[config.mk]
export PLATFORM = sky130hd
export DESIGN_NAME = qtcore_scan_sequencer_flat
export DESIGN_NICKNAME = d
export VERILOG_FILES = /design/src/rtl/qtcore_scan_sequencer_if.sv /design/src/rtl/qtcore_scan_sequencer.sv /design/src/flat_wrapper.sv
export SDC_FILE = /design/constraint.sdc
export NUM_CORES = 1
export LEC_CHECK = 0
export CORE_MARGIN = 2
export CORE_UTILIZATION = 55
export DETAILED_ROUTE_END_ITERATION = 6
export GPL_TIMING_DRIVEN = 0
export MAX_ROUTING_LAYER = met4
export PLACE_DENSITY = 0.8
export SYNTH_ARGS = -nofsm -noshare
export SYNTH_HDL_FRONTEND = slang
export SYNTH_SLANG_ARGS = --single-unit
[constraint.sdc]
create_clock -name clk -period 7.5 [get_ports clk]
set_input_delay 1.5 -clock clk [delete_from_list [all_inputs] [get_ports clk]]
set_output_delay 1.5 -clock clk [all_outputs]
set_load 0.05 [all_outputs]
[src/rtl/qtcore_scan_sequencer_if.sv]
// Byte-wide host link of the scan sequencer: image bytes in, readback bytes out.
interface qtcore_scan_sequencer_if;
    logic [7:0] in_data;
    logic       in_valid;
    logic       in_ready;
    logic [7:0] out_data;
    logic       out_valid;
    logic       out_ready;

    modport master (
        output in_data, in_valid, out_ready,
        input  in_ready, out_data, out_valid
    );

    modport slave (
        input  in_data, in_valid, out_ready,
        output in_ready, out_data, out_valid
    );
endinterface

[src/rtl/qtcore_scan_sequencer.sv]
// Host-side scan chain loader, run controller and recirculating readback for the
// accumulator core: IDLE -> LOAD -> RUN -> DUMP -> IDLE.
module qtcore_scan_sequencer #(
    parameter int unsigned  CHAIN_LEN      = 144,
    parameter int unsigned  MAX_RUN_CYCLES = 65535,
    localparam int unsigned RUN_W          = $clog2(MAX_RUN_CYCLES + 1)
) (
    input  logic                  clk,
    input  logic                  rst_n,
    input  logic                  start,
    input  logic                  abort,
    qtcore_scan_sequencer_if.slave host,
    output logic                  scan_enable,
    output logic                  scan_in,
    input  logic                  scan_out,
    output logic                  proc_en,
    input  logic                  halt,
    output logic                  busy,
    output logic                  halted_flag,
    output logic                  timeout_flag,
    output logic [RUN_W-1:0]      run_cycles
);

    localparam int unsigned NBYTES = CHAIN_LEN / 8;
    localparam int unsigned BYTE_W = $clog2(NBYTES + 1);

    typedef enum logic [1:0] {IDLE, LOAD, RUN, DUMP} state_t;

    state_t             state_q, state_d;
    logic [2:0]         bit_q, bit_d;
    logic [BYTE_W-1:0]  byte_q, byte_d;
    logic [7:0]         sh_q, sh_d;
    logic               scan_en_q, scan_en_d;
    logic               scan_in_q, scan_in_d;
    logic               recirc_q, recirc_d;
    logic               proc_en_q, proc_en_d;
    logic               in_ready_q, in_ready_d;
    logic               out_valid_q, out_valid_d;
    logic [7:0]         out_data_q, out_data_d;
    logic               halted_q, halted_d;
    logic               timeout_q, timeout_d;
    logic [RUN_W-1:0]   run_q, run_d;
    logic               last_byte;

    assign last_byte = (byte_q == BYTE_W'(NBYTES - 1));

    // State and datapath registers
    always_ff @(posedge clk) begin
        if (!rst_n) begin
            state_q     <= IDLE;
            bit_q       <= '0;
            byte_q      <= '0;
            sh_q        <= '0;
            scan_en_q   <= 1'b0;
            scan_in_q   <= 1'b0;
            recirc_q    <= 1'b0;
            proc_en_q   <= 1'b0;
            in_ready_q  <= 1'b0;
            out_valid_q <= 1'b0;
            out_data_q  <= '0;
            halted_q    <= 1'b0;
            timeout_q   <= 1'b0;
            run_q       <= '0;
        end else begin
            state_q     <= state_d;
            bit_q       <= bit_d;
            byte_q      <= byte_d;
            sh_q        <= sh_d;
            scan_en_q   <= scan_en_d;
            scan_in_q   <= scan_in_d;
            recirc_q    <= recirc_d;
            proc_en_q   <= proc_en_d;
            in_ready_q  <= in_ready_d;
            out_valid_q <= out_valid_d;
            out_data_q  <= out_data_d;
            halted_q    <= halted_d;
            timeout_q   <= timeout_d;
            run_q       <= run_d;
        end
    end

    // Next-state and next-output logic
    always_comb begin
        state_d     = state_q;
        bit_d       = bit_q;
        byte_d      = byte_q;
        sh_d        = sh_q;
        scan_en_d   = scan_en_q;
        scan_in_d   = scan_in_q;
        recirc_d    = recirc_q;
        proc_en_d   = proc_en_q;
        in_ready_d  = in_ready_q;
        out_valid_d = out_valid_q;
        out_data_d  = out_data_q;
        halted_d    = halted_q;
        timeout_d   = timeout_q;
        run_d       = run_q;

        case (state_q)
            IDLE: begin
                bit_d       = '0;
                byte_d      = '0;
                scan_en_d   = 1'b0;
                scan_in_d   = 1'b0;
                recirc_d    = 1'b0;
                proc_en_d   = 1'b0;
                in_ready_d  = 1'b0;
                out_valid_d = 1'b0;
                if (start) begin
                    state_d    = LOAD;
                    halted_d   = 1'b0;
                    timeout_d  = 1'b0;
                    run_d      = '0;
                    in_ready_d = 1'b1;
                end
            end
            LOAD: begin
                if (scan_en_q) begin
                    if (bit_q == 3'd7) begin
                        scan_en_d = 1'b0;
                        bit_d     = '0;
                        if (last_byte) begin
                            state_d    = RUN;
                            byte_d     = '0;
                            in_ready_d = 1'b0;
                            proc_en_d  = 1'b1;
                        end else begin
                            byte_d     = byte_q + BYTE_W'(1);
                            in_ready_d = 1'b1;
                        end
                    end else begin
                        bit_d     = bit_q + 3'd1;
                        scan_in_d = sh_q[6];
                        sh_d      = {sh_q[6:0], 1'b0};
                    end
                end else if (in_ready_q && host.in_valid) begin
                    sh_d       = host.in_data;
                    scan_in_d  = host.in_data[7];
                    scan_en_d  = 1'b1;
                    in_ready_d = 1'b0;
                    bit_d      = '0;
                end
            end
            RUN: begin
                run_d = (run_q == RUN_W'(MAX_RUN_CYCLES)) ? run_q : run_q + RUN_W'(1);
                // Halt has priority over a timeout reached in the same cycle
                if (halt || (run_d == RUN_W'(MAX_RUN_CYCLES))) begin
                    halted_d  = halt;
                    timeout_d = !halt;
                    proc_en_d = 1'b0;
                    state_d   = DUMP;
                    scan_en_d = 1'b1;
                    recirc_d  = 1'b1;
                    bit_d     = '0;
                    byte_d    = '0;
                end
            end
            DUMP: begin
                if (scan_en_q) begin
                    sh_d = {sh_q[6:0], scan_out};
                    if (bit_q == 3'd7) begin
                        scan_en_d   = 1'b0;
                        out_valid_d = 1'b1;
                        out_data_d  = {sh_q[6:0], scan_out};
                        bit_d       = '0;
                    end else begin
                        bit_d = bit_q + 3'd1;
                    end
                end else if (out_valid_q && host.out_ready) begin
                    out_valid_d = 1'b0;
                    if (last_byte) begin
                        state_d  = IDLE;
                        recirc_d = 1'b0;
                        byte_d   = '0;
                    end else begin
                        byte_d    = byte_q + BYTE_W'(1);
                        scan_en_d = 1'b1;
                    end
                end
            end
            default: state_d = IDLE;
        endcase

        // Abort drops any partial byte but keeps the last run's status
        if (abort) begin
            state_d     = IDLE;
            scan_en_d   = 1'b0;
            proc_en_d   = 1'b0;
            out_valid_d = 1'b0;
            in_ready_d  = 1'b0;
            recirc_d    = 1'b0;
            bit_d       = '0;
            byte_d      = '0;
            halted_d    = halted_q;
            timeout_d   = timeout_q;
            run_d       = run_q;
        end
    end

    // During readback the chain tail is fed straight back so the image survives the dump
    assign scan_in       = recirc_q ? scan_out : scan_in_q;
    assign scan_enable   = scan_en_q;
    assign proc_en       = proc_en_q;
    assign busy          = (state_q != IDLE);
    assign halted_flag   = halted_q;
    assign timeout_flag  = timeout_q;
    assign run_cycles    = run_q;
    assign host.in_ready  = in_ready_q;
    assign host.out_valid = out_valid_q;
    assign host.out_data  = out_data_q;

endmodule

[src/flat_wrapper.sv]
// flat-port wrapper written by rule: the top's interface ports become plain ports
module qtcore_scan_sequencer_flat 
#(
    parameter int unsigned  CHAIN_LEN      = 144,
    parameter int unsigned  MAX_RUN_CYCLES = 65535,
    localparam int unsigned RUN_W          = $clog2(MAX_RUN_CYCLES + 1)
)
  (clk, rst_n, start, abort, scan_enable, scan_in, scan_out, proc_en, halt, busy, halted_flag, timeout_flag, run_cycles, host_in_data, host_in_valid, host_out_ready, host_in_ready, host_out_data, host_out_valid);
  qtcore_scan_sequencer_if host_i ();
  input  logic clk;
  input  logic rst_n;
  input  logic start;
  input  logic abort;
  output logic scan_enable;
  output logic scan_in;
  input  logic scan_out;
  output logic proc_en;
  input  logic halt;
  output logic busy;
  output logic halted_flag;
  output logic timeout_flag;
  output logic [RUN_W-1:0] run_cycles;
  input wire logic [$bits(host_i.in_data)-1:0] host_in_data;
  input wire logic [$bits(host_i.in_valid)-1:0] host_in_valid;
  input wire logic [$bits(host_i.out_ready)-1:0] host_out_ready;
  output wire logic [$bits(host_i.in_ready)-1:0] host_in_ready;
  output wire logic [$bits(host_i.out_data)-1:0] host_out_data;
  output wire logic [$bits(host_i.out_valid)-1:0] host_out_valid;
  assign host_i.in_data = host_in_data;
  assign host_i.in_valid = host_in_valid;
  assign host_i.out_ready = host_out_ready;
  assign host_in_ready = host_i.in_ready;
  assign host_out_data = host_i.out_data;
  assign host_out_valid = host_i.out_valid;
  qtcore_scan_sequencer #(.CHAIN_LEN(CHAIN_LEN), .MAX_RUN_CYCLES(MAX_RUN_CYCLES)) u_core (.clk(clk), .rst_n(rst_n), .start(start), .abort(abort), .host(host_i), .scan_enable(scan_enable), .scan_in(scan_in), .scan_out(scan_out), .proc_en(proc_en), .halt(halt), .busy(busy), .halted_flag(halted_flag), .timeout_flag(timeout_flag), .run_cycles(run_cycles));
endmodule
==> qor.csv <==
stage,metric,value,unit
critical_path,Setup crit start kind,primary input,
grt,largest net degree at the start of global routing,18,
yosys,"EDFF count, synth",0,
sta,setup tns final,0,ns
sta,final hold violation count,0,
worst_hold_path,worst hold path type,register to register,
clocking,Sink Count,49,
power,combinational power share,9.7,%
power,power per cell area,139.7,mW/mm²
grt,number of global-route vias before repair,2423,
clocking,"Gates resized, CTS repair",0,
final_layout,area of the multi-input gates,0.001659,mm²
final_layout,antenna fix cells,0,
power,total power,0.0004758,W
outcome,status,"complete, no violations",
drt,via count,2924,
clocking,H-Tree Depth,2,
clocking,cts bufs inserted,5,
critical_path,crit-path max FO,3,
placed_design,PortBufs,47,
clocking,clk root buf,clkbuf_8,
critical_path,FF-to-FF setup slack,4.39,ns
power,Sw Share,26.93,%
final_layout,"most common cell after layout, fill and taps aside",dfxtp_1,
final_layout,Final Cell Area,0.003406,mm²
yosys,mean area per synthesized cell,7.790,µm²
die,# rows,25,
critical_path,Critical path origin,scan_out,
critical_path,Critical Path Sink,scan_in,
die,# IOs,48,
power,Pleak,1.222,nW
die,Horiz. Die Dim,74.81,µm
yosys,synthesized area,0.002758,mm²
sta,RSZ-0062 raised after global routing,false,
drt,DRT Pass-1 Iters,5,
final_layout,P&R area growth vs syn,23.50,%
drt,Post-Route WL,7434,µm
die,Core Region,0.004786,mm²
critical_path,"Worst Path Class, Setup",primary input to output pin,
critical_path,Worst Reg2Reg Path Length in Cells,9,
grt,GRT overflow,0,
drt,drt drc,0,
grt,GRT Overall Usage,27.51,%
sta,final worst-path cycle share,59.83,%
placed_design,HPWL Detailed,5453,µm
placed_design,post-place instance area,0.003312,mm²
yosys,"Distinct cells, synth",50,
yosys,Syn. warnings,0,
yosys,Async SR Flop Fraction,0,%
critical_path,critical path arrival,2.99,ns
sta,Clock Skews,0.01439,ns
final_layout,most frequent cells in the layout,"dfxtp_1, nor2_1, clkdlybuf4s50_1",
placed_design,Placed Cells,468,
final_layout,Layout Nets,433,
clocking,clock slew seen by the registers of the worst setup and hold paths,0.09,ns
clocking,setup repair bufs after CTS,0,
final_layout,fillers,419,
clocking,Worst-Skew Late Latency,0.32,ns
sta,Final Slew Violations,0,
die,Die ar.,0.005597,mm²
clocking,CTS Hold Bufs,0,
yosys,main flop type after synthesis,dfxtp_1,
drt,1st-iter DRT viols,331,
final_layout,share of cells above drive strength 1,4.890,%
sta,final setup fails,0,
yosys,syn_nets,379,
yosys,Cells after Synth,354,
drt,Routed Antenna Nets,0,
job,Max Cap Viol,0,
sta,Final min period,4.487,ns
power,P_int,0.0003477,W
yosys,register area share after synthesis,35.57,%
yosys,"FF+latch count, synth",49,
final_layout,"Core Util, Final",71.16,%
sta,Max Freq,222.8,MHz
power,net switching power,0.0001281,W
power,sequential power share,55.2,%
grt,initial antenna violation count,0,
power,clock network fraction of design power,35.1,%
clocking,CTS tree,built,
die,die height,74.81,µm
final_layout,Seq. cell area,980.9,µm²
grt,first-pass GRT wire length,11610,µm
drt,vias per std cell,6.143,
placed_design,GP Congestion,1.007,
die,Initial Util,57.62,%
clocking,maximum root-to-sink buffer count,2,
drt,Routed wire per std cell,15.62,µm
critical_path,WP data required,6.00,ns
critical_path,reg2reg end,u_core.byte_q[0],
sta,Tightest Pin Transition,0.7695,ns
critical_path,Reg2Reg Launch Point,u_core.run_cycles[0],
final_layout,final cell count without fillers,476,
power,Max rail drop VDD,0.1029,mV
critical_path,crit path capture type,output pin,
sta,relative slew slack,48.23,%
[Yosys cell counts (all sizes together) (2+ instances only)]
cell type | number | area [µm²]
nand3b | 5 | 37.54
nand3 | 20 | 100.1
and2 | 2 | 12.51
o41ai | 3 | 33.79
a31oi | 4 | 25.02
inv | 7 | 26.28
o31ai | 3 | 22.52
mux2i | 12 | 120.1
nand2b | 6 | 37.54
nor2 | 48 | 180.2
a21oi | 25 | 125.1
nor3 | 10 | 50.05
o21bai | 2 | 15.01
or3 | 3 | 18.77
a311oi | 10 | 87.58
buf | 5 | 27.53
a22oi | 5 | 37.54
or4 | 4 | 30.03
nor4 | 6 | 58.80
nand4 | 4 | 40.04
a211oi | 4 | 30.03
ha | 9 | 112.6
o22ai | 4 | 25.02
and3 | 3 | 18.77
or2 | 3 | 18.77
dfxtp | 49 | 980.9
o21ai | 28 | 140.1
o311ai | 3 | 26.28
nor2b | 2 | 12.51
nand2 | 36 | 135.1
clkbuf | 17 | 63.81
[power groups by stage]
stage	clock network, W	logic (W)	registers (W)
final	0.000167	0.0000461	0.000263
after global routing	0.000177	0.0000496	0.000263
after CTS	0.000171	0.0000455	0.000263
after detailed placement	0	0.0000454	0.000269
after global placement	0	0.0000447	0.000269
after floorplan	0	0.0000258	0.000270
[worst min path at each step]
| stage | startpoint | endpoint | depth (start not counted) |
|---|---|---|---|
| final | u_core.bit_q[2] | u_core.bit_q[2] | 2 |
| after global routing | u_core.bit_q[2] | u_core.bit_q[2] | 2 |
| after CTS | u_core.bit_q[1] | u_core.bit_q[1] | 2 |
| after detailed placement | u_core.bit_q[2] | u_core.bit_q[2] | 2 |
| after global placement | u_core.bit_q[1] | u_core.bit_q[1] | 2 |
| after floorplan | u_core.bit_q[1] | u_core.bit_q[1] | 2 |
[area by class of cell]
class / instances / area share (%)
Multi-Input combinational cell: 276 / 48.71
Clock inverter: 3 / 0.7348
Clock buffer: 5 / 2.021
Tap cell: 67 / 2.461
Timing Repair Buffer: 47 / 13.81
Sequential cell: 49 / 28.80
Buffer: 22 / 2.682
Inverter: 7 / 0.7715
[flip-flops by register name, summed over array words and instances (netlist names)]
name                   cells
u_core.host.in_ready       1
u_core.state_q             2
u_core.recirc_q            1
u_core.scan_in_q           1
u_core.byte_q              5
u_core.host.out_valid      1
u_core.host.out_data       8
u_core.timeout_flag        1
u_core.scan_enable         1
u_core.bit_q               3
u_core.proc_en             1
u_core.sh_q                7
u_core.run_cycles         16
u_core.halted_flag         1
[critical path: stages]
cell and delay, ns:
clkdlybuf4s50_1 0.51, mux2_2 0.17, clkdlybuf4s50_1 0.81
[per-stage QoR]
step / setup slack [ns] / hold slack (ns)
6_report: 3.013 / 0.4761
5_1_grt: 2.999 / 0.5053
4_1_cts: 2.997 / 0.4757
3_5_place_dp: 3.003 / 0.4583
3_3_place_gp: 3.000 / 0.4527
2_1_floorplan: 4.125 / 0.4417
[per-layer routing]
metal	global-route usage [%]	up-vias	share of wire, %
li1	-	1409	-
met1	39.70	1367	46
met2	39.13	138	45
met3	4.819	10	7.5
met4	8.532	0	1.4
met5	-	-	0
[logic make-up (layout without fill, tap and decap cells)]
family,count (synthesis),count (layout),share of synthesized area [%]
buffers and inverters,29,84,4.265
DFF,49,49,35.57
and+or+nand+nor,155,155,28.13
AOI/OAI and AO/OA,99,99,23.19
muxes,13,13,4.764
adders and majority gates,9,9,4.084
No activity file was read; power rests on OpenSTA's default activity.
